==> config.mk <==
export PLATFORM = sky130hd
export DESIGN_NAME = pi2_bpsk_demapper
export DESIGN_NICKNAME = d
export VERILOG_FILES = /design/src/rtl/pi2_bpsk_demapper.sv
export SDC_FILE = /design/constraint.sdc
export NUM_CORES = 1
export LEC_CHECK = 0
export CAP_MARGIN = 0
export CELL_PAD_IN_SITES_DETAIL_PLACEMENT = 1
export CELL_PAD_IN_SITES_GLOBAL_PLACEMENT = 1
export CORE_UTILIZATION = 32
export CTS_CLUSTER_SIZE = 25
export DETAILED_ROUTE_END_ITERATION = 10
export DONT_BUFFER_PORTS = 1
export GPL_ROUTABILITY_DRIVEN = 1
export PLACE_DENSITY = 0.62
export SLEW_MARGIN = 15
export SYNTH_ARGS = -nofsm -noshare
export SYNTH_HDL_FRONTEND = slang
export SYNTH_SLANG_ARGS = --single-unit
==> constraint.sdc <==
create_clock -name clk -period 3.4 [get_ports clk]
set_input_delay 0.68 -clock clk [delete_from_list [all_inputs] [get_ports clk]]
set_output_delay 0.68 -clock clk [all_outputs]
set_load 0.03 [all_outputs]
==> src/rtl/pi2_bpsk_demapper.sv <==
// pi/2-BPSK hard-decision demapper: de-rotates by symbol parity, packs bits MSB first
// into bytes and queues them in a small FWFT FIFO behind an AXI-Stream master.
// Optional LOW_CONF_CNT_EN macro adds a saturating low-confidence symbol counter.
module pi2_bpsk_demapper #(
    parameter int unsigned FIFO_DEPTH = 4
`ifdef LOW_CONF_CNT_EN
    , parameter int unsigned THRESH = 8192
`endif
) (
    input  logic               clk,
    input  logic               rst,
    input  logic               s_tvalid,
    input  logic               s_sync,
    input  logic signed [15:0] s_real,
    input  logic signed [15:0] s_imag,
    output logic               m_tvalid,
    input  logic               m_tready,
    output logic [7:0]         m_tdata,
    output logic               overflow,
    output logic [15:0]        low_conf_cnt
);

    localparam int unsigned AW = (FIFO_DEPTH > 1) ? $clog2(FIFO_DEPTH) : 1;
    localparam int unsigned CW = AW + 1;

    // Stage 1: parity, metric and hard decision
    logic               odd_q, odd_c;
    logic signed [16:0] re_x_c, im_x_c, metric_c;
    logic               bit_c;
    logic               d_valid_q, d_bit_q, d_sync_q;

    always_comb begin
        odd_c    = odd_q & ~s_sync;
        re_x_c   = {s_real[15], s_real};
        im_x_c   = {s_imag[15], s_imag};
        metric_c = odd_c ? (im_x_c - re_x_c) : (re_x_c + im_x_c);
        bit_c    = (metric_c > 17'sd0);
    end

    always_ff @(posedge clk or posedge rst) begin
        if (rst) begin
            odd_q     <= 1'b0;
            d_valid_q <= 1'b0;
            d_bit_q   <= 1'b0;
            d_sync_q  <= 1'b0;
        end else begin
            d_valid_q <= s_tvalid;
            if (s_tvalid) begin
                odd_q    <= ~odd_c;
                d_bit_q  <= bit_c;
                d_sync_q <= s_sync;
            end
        end
    end

    // Stage 2: bit packing; a sync symbol restarts the byte at bit 7
    logic [6:0] acc_q, acc_d, acc_base_c;
    logic [2:0] bit_cnt_q, bit_cnt_d, cnt_base_c;
    logic       push_c;
    logic [7:0] push_byte_c;

    always_comb begin
        acc_base_c  = d_sync_q ? 7'd0 : acc_q;
        cnt_base_c  = d_sync_q ? 3'd0 : bit_cnt_q;
        acc_d       = acc_q;
        bit_cnt_d   = bit_cnt_q;
        push_c      = 1'b0;
        push_byte_c = {acc_base_c, d_bit_q};
        if (d_valid_q) begin
            acc_d     = {acc_base_c[5:0], d_bit_q};
            bit_cnt_d = cnt_base_c + 3'd1;
            push_c    = (cnt_base_c == 3'd7);
        end
    end

    always_ff @(posedge clk or posedge rst) begin
        if (rst) begin
            acc_q     <= 7'd0;
            bit_cnt_q <= 3'd0;
        end else begin
            acc_q     <= acc_d;
            bit_cnt_q <= bit_cnt_d;
        end
    end

    // Output FIFO; head and valid are registered from next-state values
    logic [7:0]    mem_q [FIFO_DEPTH];
    logic [AW-1:0] wr_ptr_q, wr_ptr_d, rd_ptr_q, rd_ptr_d;
    logic [CW-1:0] count_q, count_d;
    logic          pop_c, full_c, wr_en_c, drop_c;
    logic [7:0]    head_d;
    logic          m_tvalid_q, overflow_q;
    logic [7:0]    m_tdata_q;

    always_comb begin
        pop_c    = m_tvalid_q & m_tready;
        full_c   = (count_q == CW'(FIFO_DEPTH));
        wr_en_c  = push_c & (~full_c | pop_c);
        drop_c   = push_c & full_c & ~pop_c;
        wr_ptr_d = wr_ptr_q;
        rd_ptr_d = rd_ptr_q;
        if (wr_en_c) wr_ptr_d = wr_ptr_q + AW'(1);
        if (pop_c)   rd_ptr_d = rd_ptr_q + AW'(1);
        count_d  = count_q + CW'(wr_en_c) - CW'(pop_c);
        // New head is the byte being written when the queue was (or becomes) empty
        if (wr_en_c && (rd_ptr_d == wr_ptr_q)) head_d = push_byte_c;
        else                                   head_d = mem_q[rd_ptr_d];
    end

    always_ff @(posedge clk) begin
        if (wr_en_c) mem_q[wr_ptr_q] <= push_byte_c;
    end

    always_ff @(posedge clk or posedge rst) begin
        if (rst) begin
            wr_ptr_q   <= '0;
            rd_ptr_q   <= '0;
            count_q    <= '0;
            m_tvalid_q <= 1'b0;
            m_tdata_q  <= 8'd0;
            overflow_q <= 1'b0;
        end else begin
            wr_ptr_q   <= wr_ptr_d;
            rd_ptr_q   <= rd_ptr_d;
            count_q    <= count_d;
            m_tvalid_q <= (count_d != '0);
            m_tdata_q  <= head_d;
            if (drop_c) overflow_q <= 1'b1;
        end
    end

    assign m_tvalid = m_tvalid_q;
    assign m_tdata  = m_tdata_q;
    assign overflow = overflow_q;

`ifdef LOW_CONF_CNT_EN
    logic [16:0] abs_c, d_abs_q;
    logic [15:0] low_conf_q;

    assign abs_c = metric_c[16] ? 17'(-metric_c) : 17'(metric_c);

    always_ff @(posedge clk or posedge rst) begin
        if (rst) begin
            d_abs_q    <= 17'd0;
            low_conf_q <= 16'd0;
        end else begin
            if (s_tvalid) d_abs_q <= abs_c;
            if (d_valid_q && (d_abs_q < 17'(THRESH)) && (low_conf_q != 16'hFFFF))
                low_conf_q <= low_conf_q + 16'd1;
        end
    end

    assign low_conf_cnt = low_conf_q;
`else
    assign low_conf_cnt = 16'd0;
`endif

endmodule

-- After elaboration in Yosys (flattened, before gate mapping)
Memories as Yosys holds them, arrays and structs flattened. A register that Yosys moved wholly into a read port is not among the register bits.
Cells that the tools add are included.
- add/sub/neg operators: 7
- muxes and demuxes: 7
- reductions and logical operators: 1
- div/mod/pow operators: 0
- $mul: 0
- eq/ne operators: 2
- $lt $le $gt $ge: 1
- shifts and indexed selects: 0
- bitwise gates (word level): 10
- operators with widths (cell ; number):
    $add 16x16->17 ; 1
    $gt 17x1->1 const B ; 1
    $mux 17 ; 1
    $sub 16x16->17 ; 1
    $mux 7 ; 1
    $eq 3x3->1 const B ; 2
    $and 1x1->1 ; 5
    $add 2x1->2 const B ; 2
    $not 1->1 ; 4
    $add 3x1->3 ; 1
    $add 3x1->3 const B ; 1
    $mux 1 ; 3
    $mux 3 ; 1
    $reduce_bool 3->1 ; 1
    $sub 3x1->3 ; 1
    $mux 2 ; 1
    $or 1x1->1 ; 1
- ROM bits: 0
- memory bits (writable): 32
- word-level logic and storage cells: 40
- memories: 1
- flip-flop bits (word level): 23
- bits in latches: 0
- output and inout port bits: 26
- input bits: 37
- memories (memory ; depth ; width ; rd ports ; clocked after memory_dff ; write ports ; RTL line ; RTL):
    mem_q ; 4 ; 8 ; 1 ; 1 ; 1 ; 87 ; logic [7:0] mem_q [FIFO_DEPTH];

-- Depth between registers and ports, before layout
Gate-level depths: netlist (run 1).
- depth after elaboration: 7
- depth in mapped cells: 15

-- Worst setup path before layout (run 1)
Ideal clock, no wire load.
- path kind: input to register
- from: input port s_real[6]
- to: register d_bit_q
- data arrival time: 4.124 ns
- slack: -0.848 ns
- stages on the path: 13
- library setup time: 0.124 ns
- data required time: 3.276 ns
- cell sequence: or4_1 nor4b_1 nor2b_1 a21oi_1 xnor2_1 ha_1 and3_4 a221o_1 a21oi_2 nand2_1 o221a_1 or4_1 o31a_1
- word-level cells in the longest chain between the ends: 3
- elaborated cells between the ends (all ways): 4
- those cells by class: 2 x add/sub; 1 x order compare; 1 x mux
- RTL lines (item ; RTL line ; RTL):
    start, declared ; 14 ; input logic signed [15:0] s_real,
    $add 16x16->17 or $sub 16x16->17 (tied branches) ; 36 ; metric_c = odd_c ? (im_x_c - re_x_c) : (re_x_c + im_x_c);
    $mux 17 * ; 36 ;
    $gt 17x1->1 * ; 37 ; bit_c = (metric_c > 17'sd0);
    end signal, assigned ; 50 ; d_bit_q <= bit_c;
    end, declared ; 30 ; logic d_valid_q, d_bit_q, d_sync_q;
Every way passes the cells marked *; elsewhere a longest branch is shown, timed or not.
A chain may end at the register's enable or synchronous reset.

-- Worst setup path in the final report (run 1)
- from: input port s_real[3]
- to: register d_bit_q
Same word-level chain as after synthesis.

==> impl_metrics.json, run 1 <==
{
  "min_period_ns": 3.79,
  "io_buffers": 0,
  "grt_pass1_wl_um": 15700,
  "die_w_um": 114,
  "drt-initial-drc-count": 116,
  "cp_max_fo": 5,
  "cts_tree": "yes",
  "seq_area_frac_synth_pct": 43.6,
  "drcViolationCount": 0,
  "synth_seq_cells": 63,
  "finalSetupViolCount": 1,
  "grt_max_degree": 17,
  "clk_pin_slew_ns": 0.06,
  "violations": "negative setup slack",
  "ioPinCount": 63,
  "nets": 475,
  "grt_pass1_vias": 3152,
  "ys_async_sr_fraction_pct": 49.2,
  "crit_required_ns": 3.61,
  "setup.worst_path.start": "s_real[3]",
  "die_y_um": 114,
  "synthCells": 353,
  "netSwitchingFraction_pct": 33.2,
  "fp.coreArea_um2": 12100,
  "worstSetupPathType": "in -> reg",
  "synthTopCellsByArea": "edfxtp_1 (24%), dfrtp_1 (19%), ha_1 (7.9%)",
  "status": "complete, but fails checks",
  "cts_root_buf": "clkbuf_16",
  "arrival_ns": 4.00,
  "gp_congestion": 0.880,
  "finalHoldViolations": 0,
  "syn_area_um2": 3980,
  "die_area_um2": 12900,
  "area.growth.synth_to_final_pct": 22.5,
  "powerDensity_nw_per_um2": 639,
  "ir_worst_vdd_mv": 0.268,
  "fp-row-count": 40,
  "relSlewSlack_pct": 52.8,
  "antenna_cells": 0,
  "initial_core_util_pct": 33.0,
  "seqPwrFrac_pct": 35.7,
  "synth_top_cell_area_share_pct": 24.1,
  "crit-reg2reg-capture": "d_bit_q$_DFFE_PP0P_",
  "power.leakage_nw": 2.00,
  "insertion_delay_ns": 0.33,
  "min_path_type": "in -> async",
  "wire_per_inst_um": 16.6,
  "p_clk_share_pct": 29.6,
  "r2r_slack_ns": 0.19,
  "p_int_mw": 2.08,
  "max_slew.worst_pin.slew_ns": 0.705,
  "rsz0062_at_grt": "yes",
  "yosys.area.top_type": "edfxtp_1",
  "pre_cts_ws_ns": -0.838,
  "vias_per_cell": 4.93,
  "synth.avg_cell_area_um2": 11.3,
  "cap_violations": 0,
  "synth_warnings": 0,
  "grt_overflow": 0,
  "num_vias": 2877,
  "track_usage_pct": 16.1,
  "finalCritPeriodShare_pct": 112,
  "fin_skew_ns": 0.00791,
  "drive_above_1_share_pct": 28.1,
  "dp_hpwl_um": 7670,
  "crit_end": "d_bit_q$_DFFE_PP0P_",
  "synth_edf_count": 32,
  "power_switching_mw": 1.03,
  "dr.pass1.iters": 4,
  "layout_setup_ws_ns": -0.392,
  "finalMaxSlewViolations": 0,
  "wl_um": 9680,
  "pwr-share-comb_pct": 34.6,
  "reg2reg_from": "odd_q$_DFFE_PP0P_",
  "synth_cell_types": 63,
  "rr_worst_depth": 13,
  "h-tree-depth": 3,
  "startpoint_type": "input pin",
  "cp-end-kind": "register",
  "cts.path.max_buffers": 2,
  "timing.fmax_ghz": 0.264,
  "ctsHoldBuffers": 0,
  "total_power_mw": 3.11,
  "cts-buffers-inserted": 9,
  "synthFlopType": "edfxtp_1",
  "clkSinkCount": 63,
  "antenna_found_initial": 0,
  "postRouteAntennaNets": 0
}
## power by group through the flow
stage               clock network [mW]  registers (mW)  logic (mW)
floorplan                            0            1.11       0.762
finish                           0.923            1.11        1.08
global placement                     0            1.12        1.04
CTS                              0.945            1.11        1.09
global route                     0.974            1.13        1.20
detailed placement                   0            1.13        1.08
## worst min-delay path by stage
stage / slack [ns] / startpoint / depth (start not counted) / endpoint
after floorplan: 0.47 / acc_q[5]$_DFFE_PP0P_ / 1 / acc_q[5]$_DFFE_PP0P_
after global placement: 0.48 / acc_q[2]$_DFFE_PP0P_ / 1 / acc_q[2]$_DFFE_PP0P_
final: 0.34 / rst / 1 / count_q[1]$_DFF_PP0_
after CTS: 0.37 / rst / 1 / count_q[1]$_DFF_PP0_
after global routing: 0.37 / s_tvalid / 0 / d_valid_q$_DFF_PP0_
after detailed placement: 0.49 / acc_q[5]$_DFFE_PP0P_ / 1 / acc_q[5]$_DFFE_PP0P_
## what timing repair did
| item | CTS | global route |
|---|---|---|
| endpoints found under the setup margin | 1 | 1 |
| hold endpoints to repair | 0 | 0 |
| buffers inserted | 1 | 0 |
| gates resized for setup | 2 | 5 |
| gates cloned | 0 | 0 |
| pin swaps | 4 | 2 |
## final cells by class
type,instances,area (um2)
repair buffers,54,409
multi-input cells,260,2120
fillers,1318,7190
flip-flops and latches,63,1740
clock inverters,6,68.8
clock buffers,10,239
inverters,23,86.3
well taps,168,210
## stage by stage
step / instances / setup TNS (ns) / instance area (um2) / util [%] / hold WS [ns]
2_1_floorplan: 368 / -0.607 / 4070 / - / 0.473
3_3_place_gp: 567 / -0.758 / 4530 / 37.6 / 0.481
3_5_place_dp: 567 / -0.838 / 4530 / 37.6 / 0.489
4_1_cts: 584 / -0.381 / 4850 / 40.2 / 0.370
5_1_grt: 584 / -0.521 / 4870 / 40.4 / 0.367
6_report: 584 / -0.392 / 4870 / 40.4 / 0.344
## cells in the final DEF, fill, tap and decap left out, types with 9 or more instances in the layout
| master | count |
|---|---|
| inv_1 | 23 |
| nor2_1 | 21 |
| mux2_2 | 18 |
| buf_4 | 53 |
| ha_1 | 25 |
| nand2_1 | 13 |
| a21oi_1 | 17 |
| conb_1 | 16 |
| edfxtp_1 | 32 |
| dfrtp_1 | 31 |
| nor2b_1 | 20 |
| xnor2_1 | 18 |
| clkbuf_16 | 9 |
## cells in the mapped netlist (all sizes together), types with 2 or more instances
library cell	instances
fa	2
edfxtp	32
o2111ai	2
nor3	6
o21bai	2
inv	23
nor2	21
mux4	8
a31oi	3
clkbuf	4
xnor2	18
nand3	5
a2111oi	3
a21oi	20
xor2	6
dfrtp	31
o221ai	3
nor2b	21
mux2i	3
o21ai	9
o32a	2
nand2	13
a21boi	3
o21a	4
buf	18
o31ai	2
nor4	2
or3	2
a211oi	3
mux2	18
a21o	6
nand3b	2
and3	3
ha	25
and2	4
or4	2
nand2b	5
a211o	3
## layer usage
layer / vias to the layer above / share of wire [%] / GRT usage (%)
met4: 0 / 2.6 / 7.28
li1: 1371 / - / -
met5: - / 0 / 0
met1: 1442 / 39 / 17.3
met3: 15 / 3.1 / 3.03
met2: 49 / 55 / 30.5
## critical path, cell delays in order
cell	delay, ns
or4_4	0.58
nor4b_4	0.25
nor2b_4	0.23
a21oi_2	0.07
xnor2_1	0.13
ha_1	0.33
buf_6	0.13
and3_4	0.15
a221o_1	0.35
a21oi_2	0.14
nand2_1	0.06
o221a_1	0.25
or4_4	0.41
o31a_1	0.24
## cells by family after synthesis
logic type | count (synthesis) | share of synthesized area (%)
AOI/OAI and AO/OA | 73 | 13.1
xor gates and xnor gates | 24 | 5.47
adders and majority gates | 27 | 8.87
buffers and inverters | 45 | 5.82
DFF | 63 | 43.6
muxes | 29 | 10.4
other | 1 | 0.0942
and+or+nand+nor | 91 | 12.7
## registers in the layout, summed over array words and instances (netlist names)
register / flops
acc_q: 7
bit_cnt_q: 3
count_q: 3
d_bit_q: 1
d_sync_q: 1
d_valid_q: 1
m_tdata: 8
m_tvalid: 1
mem_q: 32
odd_q: 1
overflow: 1
rd_ptr_q: 2
wr_ptr_q: 2
No activity file was read; power rests on OpenSTA's default activity.
==> inputs of run 2 (changes only) <==
--- a/config.mk
+++ b/config.mk
@@ -14,6 +14,7 @@
 export DONT_BUFFER_PORTS = 1
 export GPL_ROUTABILITY_DRIVEN = 1
 export PLACE_DENSITY = 0.62
+export RECOVER_POWER = 25
 export SLEW_MARGIN = 15
 export SYNTH_ARGS = -nofsm -noshare
 export SYNTH_HDL_FRONTEND = slang
==> run 2 against run 1 <==
Against the previous run:
- sequential power barely moved
- clock skew barely moved
- sequential cell count did not move
- total power barely moved
- largest power group unchanged
- non-clock buffer count did not move
- sequential share of layout area rose by 0.055 points
- cell area fell by 0.15%
- die area did not move
- worst hold slack got worse by 0.0019 ns
- count of clock-buffer cells in the layout did not move
- maximum frequency barely moved
- critical endpoint unchanged
- the run still ends with negative setup slack left
- critical path depth did not move
==> impl_metrics.json, run 2 (same netlist as run 1, synthesis figures left out) <==
{
  "track_usage_pct": 16.1,
  "crit_family": "simple AND/OR/NAND/NOR gates",
  "num_vias": 2880,
  "final_common_cell": "buf_4",
  "slowest_delay_ns": 0.58,
  "rr_worst_depth": 13,
  "die_w_um": 114,
  "cap_violations": 0,
  "finalSetupViolCount": 1,
  "status": "complete, but fails checks",
  "clk_pin_slew_ns": 0.06,
  "h-tree-depth": 3,
  "largest_register": "mem_q",
  "cp_max_fo": 5,
  "cts.path.max_buffers": 2,
  "layout_setup_ws_ns": -0.392,
  "fp-row-count": 40,
  "worstSetupPathType": "in -> reg",
  "wl_um": 9670,
  "total_power_mw": 3.11,
  "crit_chain": "or4_4 -> nor4b_4 -> nor2b_4 -> a21oi_2 -> xnor2_1 -> ha_1 -> buf_6 -> and3_4 -> a221o_1 -> a21oi_2 -> nand2_1 -> o221a_1 -> or4_4 -> o31a_1",
  "ir_worst_vdd_mv": 0.268,
  "finalCritPeriodShare_pct": 112,
  "crit_cells": 14,
  "initial_core_util_pct": 33.0,
  "io_buffers": 0,
  "place_area_um2": 4530,
  "grt_max_degree": 17,
  "die_y_um": 114,
  "nets": 475,
  "area.growth.synth_to_final_pct": 22.3,
  "wire_per_inst_um": 16.6,
  "cts_tree": "yes",
  "arrival_ns": 4.00,
  "violations": "negative setup slack",
  "power.leakage_nw": 2.00,
  "critPathBufInv": 1,
  "dr.pass1.iters": 4,
  "rsz0062_at_grt": "yes",
  "drive_above_1_share_pct": 27.6,
  "grt_overflow": 0,
  "antenna_found_initial": 0,
  "die_area_um2": 12900,
  "crit_required_ns": 3.61,
  "gp_congestion": 0.880,
  "relSlewSlack_pct": 41.6,
  "cts_root_buf": "clkbuf_16",
  "grt_pass1_vias": 3152,
  "cp-end-kind": "register",
  "dp_hpwl_um": 7670,
  "cp_slowest_cell": "or4_4",
  "finalHoldViolations": 0,
  "drt-initial-drc-count": 115,
  "timing.fmax_ghz": 0.264,
  "vias_per_cell": 4.93,
  "min_path_type": "in -> async",
  "startpoint_type": "input pin",
  "antenna_cells": 0,
  "powerDensity_nw_per_um2": 639,
  "n_fill_cell": 1320,
  "fin_cells": 584,
  "cts-buffers-inserted": 9,
  "fp.coreArea_um2": 12100,
  "insertion_delay_ns": 0.33,
  "dpl.cell_count": 567,
  "grt_pass1_wl_um": 15700,
  "postRouteAntennaNets": 0,
  "ioPinCount": 63,
  "finalMaxSlewViolations": 0,
  "fin_skew_ns": 0.00799,
  "largest_reg_flops": 32,
  "clkSinkCount": 63,
  "min_period_ns": 3.79,
  "drcViolationCount": 0,
  "ctsHoldBuffers": 0,
  "final_cell_mix": "buf_4 (51), edfxtp_1 (32), dfrtp_1 (31)",
  "max_slew.worst_pin.slew_ns": 0.877,
  "finalInstanceArea_um2": 4870
}
[run 2: path summary, 6_finish.rpt]
| kind | slack, ns | from | end |
|---|---|---|---|
| worst min-delay path | 0.34 | rst | count_q[1]$_DFF_PP0_ |
| min in group clk | 0.38 | s_tvalid | d_valid_q$_DFF_PP0_ |
| worst max register to register | 0.19 | odd_q$_DFFE_PP0P_ | d_bit_q$_DFFE_PP0P_ |
| max in group asynchronous | 1.84 | rst | d_sync_q$_DFFE_PP0P_ |
| worst max-delay path | -0.39 | s_real[3] | d_bit_q$_DFFE_PP0P_ |
| worst min register to register | 0.50 | acc_q[5]$_DFFE_PP0P_ | acc_q[5]$_DFFE_PP0P_ |
[run 2: where the power goes]
group	total [mW]	internal [mW]	switching (mW)
clock	0.923	0.589	0.334
combinational	1.08	0.558	0.519
sequential	1.11	0.933	0.179
[run 2: final cells by class]
type	instances	area, um2	area share (%)
clock buffer	10	239	4.91
clock inverter	6	68.8	1.41
inverter	23	86.3	1.77
multi-input combinational	260	2120	43.7
sequential	63	1740	35.7
tap	168	210	4.32
timing repair buffer	54	402	8.25
[run 2: repair_timing]
| item | CTS | global route |
|---|---|---|
| gates resized for setup | 2 | 5 |
| setup buffers | 1 | 0 |
| endpoints found under the setup margin | 1 | 1 |
| pin swaps | 4 | 2 |
[run 2: stage by stage]
step / setup TNS [ns] / util [%] / worst slack (ns) / hold slack (ns)
global route: -0.521 / 40.4 / -0.521 / 0.367
floorplan: -0.607 / - / -0.607 / 0.473
detailed placement: -0.838 / 37.6 / -0.838 / 0.489
global placement: -0.758 / 37.6 / -0.758 / 0.481
finish: -0.392 / 40.4 / -0.392 / 0.342
CTS: -0.381 / 40.2 / -0.381 / 0.370
[run 2: routing by layer]
layer / GRT usage, % / wire (um) / share of wire, % / vias to the layer above
met4: 7.28 / 254 / 2.6 / 0
met3: 3.03 / 303 / 3.1 / 15
met5: 0 / 0 / 0 / -
met2: 30.5 / 5360 / 55 / 49
li1: - / - / - / 1370
met1: 17.3 / 3750 / 39 / 1446
==> inputs of run 3 (changes only) <==
--- a/config.mk
+++ b/config.mk
@@ -6,14 +6,15 @@
 export NUM_CORES = 1
 export LEC_CHECK = 0
 export CAP_MARGIN = 0
-export CELL_PAD_IN_SITES_DETAIL_PLACEMENT = 1
-export CELL_PAD_IN_SITES_GLOBAL_PLACEMENT = 1
+export CELL_PAD_IN_SITES_DETAIL_PLACEMENT = 0
+export CELL_PAD_IN_SITES_GLOBAL_PLACEMENT = 2
+export CORE_MARGIN = 2
 export CORE_UTILIZATION = 32
 export CTS_CLUSTER_SIZE = 25
 export DETAILED_ROUTE_END_ITERATION = 10
 export DONT_BUFFER_PORTS = 1
 export GPL_ROUTABILITY_DRIVEN = 1
-export PLACE_DENSITY = 0.62
+export PLACE_DENSITY = 0.69
 export RECOVER_POWER = 25
 export SLEW_MARGIN = 15
 export SYNTH_ARGS = -nofsm -noshare
==> constraint.sdc (replaced) <==
create_clock -name clk -period 4.9 [get_ports clk]
set_input_delay 0.98 -clock clk [delete_from_list [all_inputs] [get_ports clk]]
set_output_delay 0.98 -clock clk [all_outputs]
set_load 0.03 [all_outputs]
==> run 3 against run 2 <==
Against the previous run:
- worst hold slack gained 0.13 ns
- critical path type unchanged
- combinational power shrank 41%
- total power shrank 34%
- global-route usage shrank 3.3 points
- largest power group unchanged
- clock power shrank 30%
- routed wire length shrank 17%
- die area grew 3.6%
- first-iteration DRC count grew 26%
- the flow now finishes without violations
- highest routed layer unchanged
- register-to-register slack gained 1.1 ns
- cell count shrank 8.4%
==> impl_metrics.json, run 3 (same netlist as run 1, synthesis figures left out) <==
{
  "status": "finished clean",
  "p_clk_share_pct": 31.6,
  "crit_family": "simple AND/OR/NAND/NOR gates",
  "layout_setup_ws_ns": 0.469,
  "wl_met3_um": 407,
  "finalHoldViolations": 0,
  "grt_overflow": 0,
  "io_buffers": 0,
  "postRouteAntennaNets": 0,
  "routed.top_layer": "met4",
  "power.leakage_nw": 1.76,
  "finalMaxSlewViolations": 0,
  "arrival_ns": 4.64,
  "finalCritPeriodShare_pct": 90.4,
  "num_vias": 2561,
  "timing.fmax_ghz": 0.226,
  "cts_setup_buffers": 0,
  "ctsHoldBuffers": 0,
  "crit_chain": "or4_1 -> nor4b_1 -> nor2b_1 -> a21oi_1 -> xnor2_1 -> ha_1 -> and3_4 -> a221o_1 -> a21oi_2 -> nand2_1 -> o221a_1 -> or4_1 -> o31a_1",
  "min_period_ns": 4.43,
  "rsz0062_at_grt": "no",
  "ir_worst_vdd_mv": 0.197,
  "largest_register": "mem_q",
  "gp_congestion": 0.797,
  "insertion_delay_ns": 0.32,
  "grt_max_degree": 26,
  "finalSetupViolCount": 0,
  "fin_cells": 535,
  "drive_above_1_share_pct": 15.5,
  "min_path_type": "in -> async",
  "crit-reg2reg-capture": "d_bit_q$_DFFE_PP0P_",
  "largest_reg_flops": 32,
  "final_common_cell": "edfxtp_1",
  "pre_cts_ws_ns": 0.149,
  "worstSetupPathType": "in -> reg",
  "startpoint_type": "input pin",
  "r2r_slack_ns": 1.32,
  "initial_core_util_pct": 33.0,
  "cp_max_fo": 5,
  "cp-end-kind": "register",
  "clk_pin_slew_ns": 0.05,
  "cts.path.max_buffers": 2,
  "cts_tree": "yes",
  "die_w_um": 116,
  "track_usage_pct": 12.8,
  "fp-row-count": 40,
  "n_fill_cell": 1189,
  "pwr-share-comb_pct": 30.8,
  "drt-initial-drc-count": 145,
  "ioPinCount": 63,
  "relSlewSlack_pct": 2.10,
  "setup.worst_path.start": "s_real[6]",
  "grt_pass1_wl_um": 13200,
  "cp_slowest_cell": "or4_1",
  "drcViolationCount": 0,
  "dr.pass1.iters": 4,
  "cts-buffers-inserted": 9,
  "dpl.cell_count": 519,
  "grt_pass1_vias": 2535,
  "die_y_um": 116,
  "setup-tns-final_ns": 0,
  "routed-wl-met2_um": 3510,
  "area.growth.synth_to_final_pct": 11.6,
  "max_slew.worst_pin.slew_ns": 1.47,
  "cts_root_buf": "clkbuf_16",
  "cap_violations": 0,
  "p_int_mw": 1.40,
  "power_switching_uw": 655,
  "netSwitchingFraction_pct": 31.9,
  "h-tree-depth": 3,
  "dp_hpwl_um": 6070,
  "wire_per_inst_um": 14.9,
  "seqPwrFrac_pct": 37.6,
  "powerDensity_nw_per_um2": 462,
  "cts_resized": 0,
  "path_common_cell": "or4_1",
  "rr_worst_depth": 11,
  "fin_skew_ns": 0.00442,
  "critPathBufInv": 0,
  "vias_per_cell": 4.79,
  "total_power_mw": 2.05,
  "fp.coreArea_um2": 12100,
  "nets": 426,
  "wl_met1_um": 3990,
  "die_area_um2": 13300,
  "crit_required_ns": 5.10,
  "slowest_delay_ns": 0.57,
  "wl_um": 8000,
  "reg2reg_from": "odd_q$_DFFE_PP0P_",
  "clkSinkCount": 63,
  "antenna_cells": 0,
  "final_cell_mix": "edfxtp_1 (32), dfrtp_1 (31), ha_1 (25)",
  "antenna_found_initial": 0
}
[run 3: cell types whose count changed in the layout (fill, tap and decap cells not counted), sizes merged]
cell / previous run / this run
clkinvlp: 4 / 0
bufinv: 1 / 2
inv: 24 / 23
buf: 52 / 4
clkinv: 0 / 3
[run 3: routing by layer]
layer / GRT usage (%) / vias up
met3: 3.61 / 7
li1: - / 1282
met2: 18.9 / 57
met1: 18.2 / 1215
met4: 3.86 / 0
met5: 0 / -
[run 3: power by group through the flow]
| stage | combinational (mW) | sequential, mW | clock [mW] |
|---|---|---|---|
| CTS | 0.641 | 0.774 | 0.663 |
| finish | 0.632 | 0.772 | 0.649 |
| floorplan | 0.528 | 0.768 | 0 |
| global route | 0.712 | 0.786 | 0.686 |
| detailed placement | 0.637 | 0.784 | 0 |
| global placement | 0.631 | 0.782 | 0 |
[run 3: worst max path at each step]
stage | slack (ns) | to | cells after the start
detailed placement | 0.15 | d_bit_q$_DFFE_PP0P_ | 13
finish | 0.47 | d_bit_q$_DFFE_PP0P_ | 13
CTS | 0.47 | d_bit_q$_DFFE_PP0P_ | 13
global route | 0.28 | d_bit_q$_DFFE_PP0P_ | 13
global placement | 0.16 | d_bit_q$_DFFE_PP0P_ | 13
floorplan | 0.35 | d_bit_q$_DFFE_PP0P_ | 13
[run 3: final cells by class]
cell class                      instances  area (um2)  area share (%)
Clock buffer                           11         233            5.24
Multi-Input combinational cell        260        2070            46.6
Inverter                               23        86.3            1.94
Clock inverter                          5        75.1            1.69
Timing Repair Buffer                    5        33.8           0.760
Sequential cell                        63        1740            39.1
Tap cell                              168         210            4.73
[run 3: metrics by stage]
step | hold slack [ns] | util, % | instance area (um2)
6_report | 0.469 | 36.8 | 4440
4_1_cts | 0.480 | 36.9 | 4450
5_1_grt | 0.484 | 36.8 | 4440
2_1_floorplan | 0.473 | - | 4040
3_5_place_dp | 0.487 | 34.3 | 4140
3_3_place_gp | 0.481 | 34.3 | 4140
